<file path="config.mk">
export PLATFORM = sky130hd
export DESIGN_NAME = aes_req_arbiter
export DESIGN_NICKNAME = d
export VERILOG_FILES = /design/src/rtl/aes_req_arbiter.sv
export SDC_FILE = /design/constraint.sdc
export NUM_CORES = 1
export LEC_CHECK = 0
export ABC_AREA = 1
export ABC_CLOCK_PERIOD_IN_PS = 1900
export BUFFER_PORTS_ARGS = -buffer_cell sky130_fd_sc_hd__clkbuf_2
export CELL_PAD_IN_SITES_DETAIL_PLACEMENT = 1
export CELL_PAD_IN_SITES_GLOBAL_PLACEMENT = 1
export CORE_AREA = 8 8 450 452
export CTS_BUF_LIST = sky130_fd_sc_hd__clkbuf_4 sky130_fd_sc_hd__clkbuf_8
export CTS_CLUSTER_SIZE = 40
export DETAILED_ROUTE_END_ITERATION = 10
export DIE_AREA = 0 0 458 460
export GPL_TIMING_DRIVEN = 0
export HOLD_SLACK_MARGIN = 0.12
export MAX_ROUTING_LAYER = met4
export PLACE_DENSITY = 0.4
export SYNTH_ARGS = -nofsm -noshare
export SYNTH_HDL_FRONTEND = slang
export SYNTH_SLANG_ARGS = --single-unit
export TNS_END_PERCENT = 10
</file>
<file path="constraint.sdc">
create_clock -name clk -period 1.9 [get_ports clk]
set_input_delay 0.095 -clock clk [delete_from_list [all_inputs] [get_ports clk]]
set_output_delay 0.095 -clock clk [all_outputs]
set_load 0.01 [all_outputs]
</file>
<file path="src/rtl/aes_req_arbiter.sv">
// aes_req_arbiter: round-robin arbiter/sequencer sharing one AES-128 core
// between two requesters, with a watchdog that turns a hung core into an
// error response.
// Ports:
//   clk, rst              clock, synchronous active-high reset
//   reqN_valid/ready      request handshake (N = 0,1); ready only in IDLE
//   reqN_key/reqN_data    key and plaintext, read only on the handshake cycle
//   rspN_valid/ready      response handshake for the granted requester
//   rspN_data/rspN_err    ciphertext (0 on error) and timeout flag
//   core_start            one-cycle launch pulse to the AES core
//   core_key/core_data    registered job operands to the core
//   core_done/result      completion pulse and ciphertext from the core
//   busy                  high whenever the FSM is not IDLE
module aes_req_arbiter #(
    parameter int KEY_LENGTH     = 128,
    parameter int TIMEOUT_CYCLES = 64
) (
    input  logic                  clk,
    input  logic                  rst,
    input  logic                  req0_valid,
    output logic                  req0_ready,
    input  logic [KEY_LENGTH-1:0] req0_key,
    input  logic [127:0]          req0_data,
    input  logic                  req1_valid,
    output logic                  req1_ready,
    input  logic [KEY_LENGTH-1:0] req1_key,
    input  logic [127:0]          req1_data,
    output logic                  rsp0_valid,
    input  logic                  rsp0_ready,
    output logic [127:0]          rsp0_data,
    output logic                  rsp0_err,
    output logic                  rsp1_valid,
    input  logic                  rsp1_ready,
    output logic [127:0]          rsp1_data,
    output logic                  rsp1_err,
    output logic                  core_start,
    output logic [KEY_LENGTH-1:0] core_key,
    output logic [127:0]          core_data,
    input  logic                  core_done,
    input  logic [127:0]          core_result,
    output logic                  busy
);

    typedef enum logic [1:0] {
        IDLE,
        ISSUE,
        WAIT,
        RESP
    } state_t;

    localparam int CW = $clog2(TIMEOUT_CYCLES + 1);

    state_t         state;
    logic           last_grant;
    logic           grant;
    logic [CW-1:0]  cnt;
    logic [CW-1:0]  cnt_next;
    logic           timeout;
    logic [127:0]   rsp_data;
    logic           rsp_err;
    logic           pick1;
    logic           take;
    logic           rsp_take;

    // req1 wins when it is alone, or when both ask and req0 went last.
    assign pick1 = req1_valid & (~req0_valid | ~last_grant);
    assign take  = (state == IDLE) & (req0_valid | req1_valid);

    assign req0_ready = (state == IDLE) & req0_valid & ~pick1;
    assign req1_ready = (state == IDLE) & pick1;
    assign busy       = (state != IDLE);

    // The counter value after this cycle's increment decides the timeout,
    // so WAIT is left S+TIMEOUT_CYCLES-1 cycles after core_start at S.
    assign cnt_next = cnt + CW'(1);
    assign timeout  = (cnt_next == CW'(TIMEOUT_CYCLES - 1));

    assign rsp_take = grant ? rsp1_ready : rsp0_ready;

    assign rsp0_data = rsp0_valid ? rsp_data : '0;
    assign rsp1_data = rsp1_valid ? rsp_data : '0;
    assign rsp0_err  = rsp0_valid & rsp_err;
    assign rsp1_err  = rsp1_valid & rsp_err;

    always_ff @(posedge clk) begin
        if (rst) begin
            state      <= IDLE;
            last_grant <= 1'b1;
            grant      <= 1'b0;
            cnt        <= '0;
            core_start <= 1'b0;
            core_key   <= '0;
            core_data  <= '0;
            rsp_data   <= '0;
            rsp_err    <= 1'b0;
            rsp0_valid <= 1'b0;
            rsp1_valid <= 1'b0;
        end else begin
            core_start <= 1'b0;
            unique case (state)
                IDLE: begin
                    if (take) begin
                        core_key   <= pick1 ? req1_key : req0_key;
                        core_data  <= pick1 ? req1_data : req0_data;
                        grant      <= pick1;
                        core_start <= 1'b1;
                        state      <= ISSUE;
                    end
                end
                ISSUE: begin
                    cnt   <= '0;
                    state <= WAIT;
                end
                WAIT: begin
                    cnt <= cnt_next;
                    // done takes priority over a coincident timeout
                    if (core_done) begin
                        rsp_data   <= core_result;
                        rsp_err    <= 1'b0;
                        rsp0_valid <= ~grant;
                        rsp1_valid <= grant;
                        state      <= RESP;
                    end else if (timeout) begin
                        rsp_data   <= '0;
                        rsp_err    <= 1'b1;
                        rsp0_valid <= ~grant;
                        rsp1_valid <= grant;
                        state      <= RESP;
                    end
                end
                RESP: begin
                    if (rsp_take) begin
                        rsp0_valid <= 1'b0;
                        rsp1_valid <= 1'b0;
                        rsp_err    <= 1'b0;
                        last_grant <= grant;
                        state      <= IDLE;
                    end
                end
                default: state <= IDLE;
            endcase
        end
    end

endmodule
</file>
==> flow_metrics.env, run 1 <==
export IMPL_status="finished, violations left"
export IMPL_failed_checks="negative setup slack"
export IMPL_switching_share=0.414
export IMPL_cp_num_buf_inv=4
export IMPL_syn_inst=2650
export IMPL_initial_core_util=0.0936
export IMPL_cp_slowest_stage_delay_ns=0.43
export IMPL_layout_common_cells="dlygate4sd3_1, clkbuf_2, nand2_1"
export IMPL_gp_congestion=0.837
export IMPL_fin_crit_ns=2.05
export IMPL_cts_buffers=90
export IMPL_layout_area_overhead_vs_synth_pct=143
export IMPL_r2r_cells=8
export IMPL_nNetsFinal=5818
export IMPL_numClockSinks=399
export IMPL_core_sq_um=196000
export IMPL_fin_crit_sh=1.08
export IMPL_p_leak_nw=21.2
export IMPL_power_total_mw=42.9
export IMPL_grt_busiest_layer="met2"
export IMPL_clockRootBuffer="clkbuf_8"
export IMPL_critPathTopFamily="buffers and inverters"
export IMPL_critPathRequiredTime_ns=1.80
export IMPL_pwr_share_comb=0.440
export IMPL_drcViolationCount=0
export IMPL_cpMostUsedCell="clkbuf_16"
export IMPL_hp_start="req1_data[5]"
export IMPL_max_slew_margin=0.373
export IMPL_grt_pass1_wl_um=245000
export IMPL_synthArstFlopShare=0
export IMPL_clkPwrFrac=0.263
export IMPL_n_fill_cell=23700
export IMPL_cp_arrival_ns=1.95
export IMPL_grt_max_degree=15
export IMPL_pwr_share_seq=0.297
export IMPL_max_vdd_ir_drop_uv=450
export IMPL_avgSynthCellArea_sq_um=6.92
export IMPL_ant_nets=0
export IMPL_cts_path_max_buffers=3
export IMPL_port_buffers=1166
export IMPL_ys_types=30
export IMPL_synth_seq_cells=399
export IMPL_synthesis_nets=3303
export IMPL_routedWlPerCell_um=22.8
export IMPL_hold_end="core_data[5]"
export IMPL_fmax_ghz=0.488
export IMPL_gr_usage_all_layers=0.165
export IMPL_r2r_setup_slack_ns=0.01
export IMPL_grtUsageMet2=0.306
export IMPL_met1_usage=0.166
export IMPL_ioPinCount=1167
export IMPL_reg2reg_to="core_data[71]"
export IMPL_grt_overflow=0
export IMPL_power_density_nw_per_um2=961
export IMPL_synth_edff_count=0
export IMPL_ys_seq_area_frac=0.436
export IMPL_firstDrtPassIters=7
export IMPL_rows=163
export IMPL_crit_fanout=9
export IMPL_drt_wl_total_um=178000
export IMPL_final_common_cell="dlygate4sd3_1"
export IMPL_start_kind="register"
export IMPL_whs_path_depth=4
export IMPL_power_net_switching_mw=17.8
export IMPL_r2r_start="last_grant"
export IMPL_dp_hpwl_um=142000
export IMPL_cts_tree="built"
export IMPL_drv_cap=0
export IMPL_hold_violations=0
export IMPL_fin_ws_ns=-0.148
export IMPL_drt_iter0_drc=1200
export IMPL_vias_per_cell=3.70
export IMPL_crit_path_end_kind="output pin"
export IMPL_insertion_delay_ns=0.84
export IMPL_grt_use_met3=0.0429
export IMPL_critPathKind="reg -> out"
export IMPL_die_area_sq_um=211000
export IMPL_setup_viol=218
export IMPL_crit_chain="clkbuf_16, clkbuf_16, nand2_4, inv_6, buf_8"
export IMPL_hp_class="in -> reg"
export IMPL_fp_dieW_um=458
export IMPL_cp_slowest_cell="dfxtp_4"
export IMPL_slew_violations=0
export IMPL_dp_slack_ns=-1.71
export IMPL_rsz0062_at_grt="yes"
export IMPL_first_global_vias=32300
export IMPL_die_h_um=460
export IMPL_cts_max_level=3
export IMPL_drive_gt1_frac=0.351
export IMPL_worst_pin_slew_ns=0.940
export IMPL_synth_warnings=0
export IMPL_cell_internal_pwr_mw=25.1
export IMPL_dr_total_vias=29000
export IMPL_clkTransAtPathRegs_ns=0.06
export IMPL_antenna_found_initial=73
export IMPL_syn_area_sq_um=18300
export IMPL_fin_skew_ns=0.0571
export IMPL_ys_flop_type="dfxtp_1"
[power by group through the flow]
| stage | logic, mW | clock network [mW] | registers [mW] |
|---|---|---|---|
| finish | 18.9 | 11.3 | 12.7 |
| floorplan | 5.32 | 0 | 13.2 |
| CTS | 18.7 | 11.9 | 12.7 |
| global placement | 14.2 | 0 | 12.6 |
| global route | 20.3 | 12.2 | 13.0 |
| detailed placement | 14.2 | 0 | 12.7 |
[area by class of cell]
type / instances / area, sq um / share of cell area
clock inverters: 16 / 234 / 0.00524
repair buffers: 2425 / 19500 / 0.438
clock buffers: 141 / 1730 / 0.0389
flip-flops and latches: 399 / 8010 / 0.179
plain buffers: 210 / 1880 / 0.0420
multi-input cells: 1760 / 8780 / 0.197
well taps: 2557 / 3200 / 0.0717
diodes: 42 / 105 / 0.00236
inverters: 279 / 1150 / 0.0257
[registers in the layout (all words and copies together), names as in the netlist]
signal and cells:
core_data 128, core_key 128, last_grant 1, rsp_err 1, rsp_data 128, rsp1_valid 1, grant 1, cnt 7
state 2, core_start 1, rsp0_valid 1
[cell usage after synthesis (2+ instances only)]
master,count,share of area
nand2_1,995,0.20
dfxtp_1,399,0.44
inv_1,277,0.057
o21ai_0,257,0.070
a31oi_1,256,0.087
clkbuf_1,190,0.039
nand2_2,73,0.025
a21oi_1,70,0.019
a21oi_2,70,0.033
nor2_1,11,0.0023
nand3_1,10,0.0027
buf_12,8,0.0087
buf_2,6,0.0016
ha_1,6,0.0041
buf_6,3,0.0018
buf_8,3,0.0025
buf_1,2,0.00041
o21bai_1,2,0.00082
[how the worst max path moves through the flow]
| stage | cells past startpoint | slack, ns | start | end |
|---|---|---|---|---|
| CTS | 5 | -0.37 | rsp1_valid | rsp1_data[120] |
| finish | 5 | -0.15 | rsp0_valid | rsp0_data[100] |
| global route | 5 | -0.29 | rsp0_valid | rsp0_data[103] |
| floorplan | 14 | 0.18 | cnt[1] | rsp_data[14] |
| detailed placement | 7 | -1.71 | state[0] | core_data[127] |
| global placement | 7 | -1.72 | last_grant | core_key[107] |
[kinds of logic after synthesis]
kind of cell | Yosys count | share of synthesized area
flip-flops | 399 | 0.436
AO/OA/AOI/OAI | 659 | 0.213
AND/OR/NAND/NOR | 1095 | 0.236
buffers and inverters | 491 | 0.111
adder cells (fa/ha/maj) | 6 | 0.00410
[metal layers]
metal	up-vias	share of wire
met2	1189	0.52
met4	0	0.043
met1	13900	0.37
met5	-	0
li1	13600	-
met3	323	0.063
[repair_timing]
item | CTS | global route
cloned | 7 | 4
pin swaps | 4 | 2
hold endpoints to repair | 392 | 4
hold buffers | 1236 | 1
setup endpoints to repair | 638 | 637
setup buffers | 9 | 3
gates resized for setup | 476 | 444
[metrics by stage]
step | utilization | cells | TNS (ns) | hold slack, ns | cell area, sq um
detailed placement | 0.140 | 6373 | -433.09 | 0.341 | 27400
global placement | 0.140 | 6373 | -450.20 | 0.335 | 27400
global route | 0.228 | 7824 | -62.43 | 0.168 | 44600
floorplan | - | 2650 | 0 | 0.243 | 18300
CTS | 0.223 | 7782 | -76.13 | 0.123 | 43600
finish | 0.228 | 7829 | -13.05 | 0.243 | 44600
[tightest hold or removal path, cell delays in order]
cell           delay, ns
dlygate4sd3_1       0.62
clkbuf_2            0.14
nand2_1             0.06
a31oi_1             0.07
(Power assumes the default switching activity.)
==> inputs of run 2 (changes only) <==
--- a/config.mk
+++ b/config.mk
@@ -6,8 +6,8 @@
 export NUM_CORES = 1
 export LEC_CHECK = 0
 export ABC_AREA = 1
-export ABC_CLOCK_PERIOD_IN_PS = 1900
-export BUFFER_PORTS_ARGS = -buffer_cell sky130_fd_sc_hd__clkbuf_2
+export ABC_CLOCK_PERIOD_IN_PS = 1910
+export BUFFER_PORTS_ARGS = -buffer_cell sky130_fd_sc_hd__buf_4
 export CELL_PAD_IN_SITES_DETAIL_PLACEMENT = 1
 export CELL_PAD_IN_SITES_GLOBAL_PLACEMENT = 1
 export CORE_AREA = 8 8 450 452
==> constraint.sdc (replaced) <==
create_clock -name clk -period 1.91 [get_ports clk]
set_input_delay 0.0955 -clock clk [delete_from_list [all_inputs] [get_ports clk]]
set_output_delay 0.0955 -clock clk [all_outputs]
set_load 0.01 [all_outputs]
==> run 2 against run 1 <==
The flow still finishes with violations (negative setup slack). Sequential share of layout area shrank 1.0 points. Via count shrank 0.82%. Design area grew 5.9%. Combinational power grew 8%. Final cell count grew 0.17%. Routed wire length grew 2.1%. Utilization grew 1.4 points. Critical endpoint is now rsp0_data[68].
==> flow_metrics.env, run 2 (synthesis results as in run 1) <==
export IMPL_drt_wl_total_um=182000
export IMPL_power_total_mw=44.9
export IMPL_fin_util=0.241
export IMPL_initial_core_util=0.0936
export IMPL_critPathRequiredTime_ns=1.81
export IMPL_max_slew_margin=0.362
export IMPL_crit_path_end_kind="output pin"
export IMPL_die_area_sq_um=211000
export IMPL_fin_crit_sh=1.07
export IMPL_cts_path_max_buffers=3
export IMPL_routedWlPerCell_um=23.2
export IMPL_gr_usage_all_layers=0.169
export IMPL_layout_area_overhead_vs_synth_pct=158
export IMPL_cp_arrival_ns=1.95
export IMPL_grt_overflow=0
export IMPL_critPathKind="reg -> out"
export IMPL_slew_violations=0
export IMPL_ioPinCount=1167
export IMPL_crit_fanout=10
export IMPL_setup_viol=214
export IMPL_rows=163
export IMPL_cp_startpoint="rsp0_valid"
export IMPL_fp_dieW_um=458
export IMPL_layout_common_cells="dlygate4sd3_1, buf_4, nand2_1"
export IMPL_hp_start="req1_data[39]"
export IMPL_grt_pass1_wl_um=249000
export IMPL_cts_buffers=92
export IMPL_fmax_ghz=0.489
export IMPL_dr_total_vias=28800
export IMPL_p_leak_nw=22.1
export IMPL_fin_ws_ns=-0.136
export IMPL_cts_max_level=3
export IMPL_hp_class="in -> reg"
export IMPL_ant_nets=0
export IMPL_antenna_found_initial=81
export IMPL_rsz0062_at_grt="yes"
export IMPL_clkTransAtPathRegs_ns=0.06
export IMPL_grt_max_degree=14
export IMPL_failed_checks="negative setup slack"
export IMPL_port_buffers=1166
export IMPL_power_density_nw_per_um2=950
export IMPL_vias_per_cell=3.67
export IMPL_numClockSinks=399
export IMPL_fin_crit_ns=2.05
export IMPL_r2r_start="cnt[1]"
export IMPL_hold_violations=0
export IMPL_regArea_sq_um=8010
export IMPL_firstDrtPassIters=5
export IMPL_insertion_delay_ns=0.81
export IMPL_max_vdd_ir_drop_uv=499
export IMPL_clockRootBuffer="clkbuf_8"
export IMPL_fin_skew_ns=0.0580
export IMPL_worst_pin_slew_ns=0.957
export IMPL_drt_iter0_drc=1057
export IMPL_n_fill_cell=23400
export IMPL_drive_gt1_frac=0.361
export IMPL_final_common_cell="dlygate4sd3_1"
export IMPL_dp_hpwl_um=145000
export IMPL_start_kind="register"
export IMPL_die_h_um=460
export IMPL_gp_congestion=0.837
export IMPL_top_regs="core_data: 128 flops, core_key: 128 flops, rsp_data: 128 flops"
export IMPL_status="finished, violations left"
export IMPL_drv_cap=0
export IMPL_drcViolationCount=0
export IMPL_multi_input_area_sq_um=8890
export IMPL_first_global_vias=32100
export IMPL_nNetsFinal=5816
export IMPL_core_sq_um=196000
export IMPL_cts_tree="built"
run 2: cell types whose count changed in the layout (fill, tap and decap cells not counted), moves of 25 or more:
cell | before | now
buf_2 | 44 | 7
buf_6 | 85 | 165
clkbuf_2 | 1053 | 68
buf_8 | 47 | 12
inv_2 | 81 | 107
buf_4 | 16 | 1016
inv_1 | 180 | 155
run 2: layout make-up:
type                       instances  share of cell area
antenna                           50             0.00265
buffer                           211              0.0375
clock buffer                     151              0.0392
clock inverter                    15             0.00495
inverter                         279              0.0240
multi-input combinational       1760               0.188
sequential                       399               0.169
tap                             2557              0.0677
timing repair buffer            2420               0.466
run 2: final timing paths:
| path | end | slack (ns) | cells after the start |
|---|---|---|---|
| setup / recovery | rsp0_data[68] | -0.14 | 5 |
| hold / removal | core_data[39] | 0.25 | 4 |
| setup reg to reg | rsp_data[94] | 0.05 | 14 |
| hold reg to reg | rsp_data[6] | 0.49 | 2 |
run 2: per-stage QoR:
step / TNS [ns] / instance area, sq um / std cells / hold slack (ns) / setup WS (ns)
finish: -13.01 / 47300 / 7842 / 0.251 / -0.136
global route: -59.99 / 47200 / 7831 / 0.184 / -0.289
CTS: -72.79 / 46500 / 7787 / 0.121 / -0.344
detailed placement: -444.87 / 30300 / 6373 / 0.368 / -1.65
global placement: -449.82 / 30300 / 6373 / 0.362 / -1.67
floorplan: 0 / 18300 / 2650 / 0.244 / 0.193
run 2: layer usage:
metal  track usage  vias to the layer above  part of all wire
li1              -                    13600                 -
met1         0.168                    13800              0.37
met2         0.313                     1104              0.52
met3        0.0479                      288             0.068
met4        0.0614                        0             0.040
met5             -                        -                 0
run 2: worst max-delay path, cell delays in order, from the launching register on:
cell and delay [ns]:
dfxtp_4 0.43, clkbuf_16 0.24, clkbuf_16 0.19, nand2_2 0.09, inv_1 0.07, buf_4 0.11
run 2: power breakdown:
part	total (mW)	switching, mW	internal, mW
Clock	11.7	4.90	6.79
Sequential	12.7	1.87	10.8
Combinational	20.5	11.3	9.25
Total	44.9	18.0	26.9
run 2: timing repair:
action,in CTS,in global routing
pin swaps,4,4
buffers inserted,6,2
hold buffers,1230,1
gates cloned,12,4
setup endpoints to repair,638,634
gates resized for setup,500,283
hold endpoints to repair,392,4
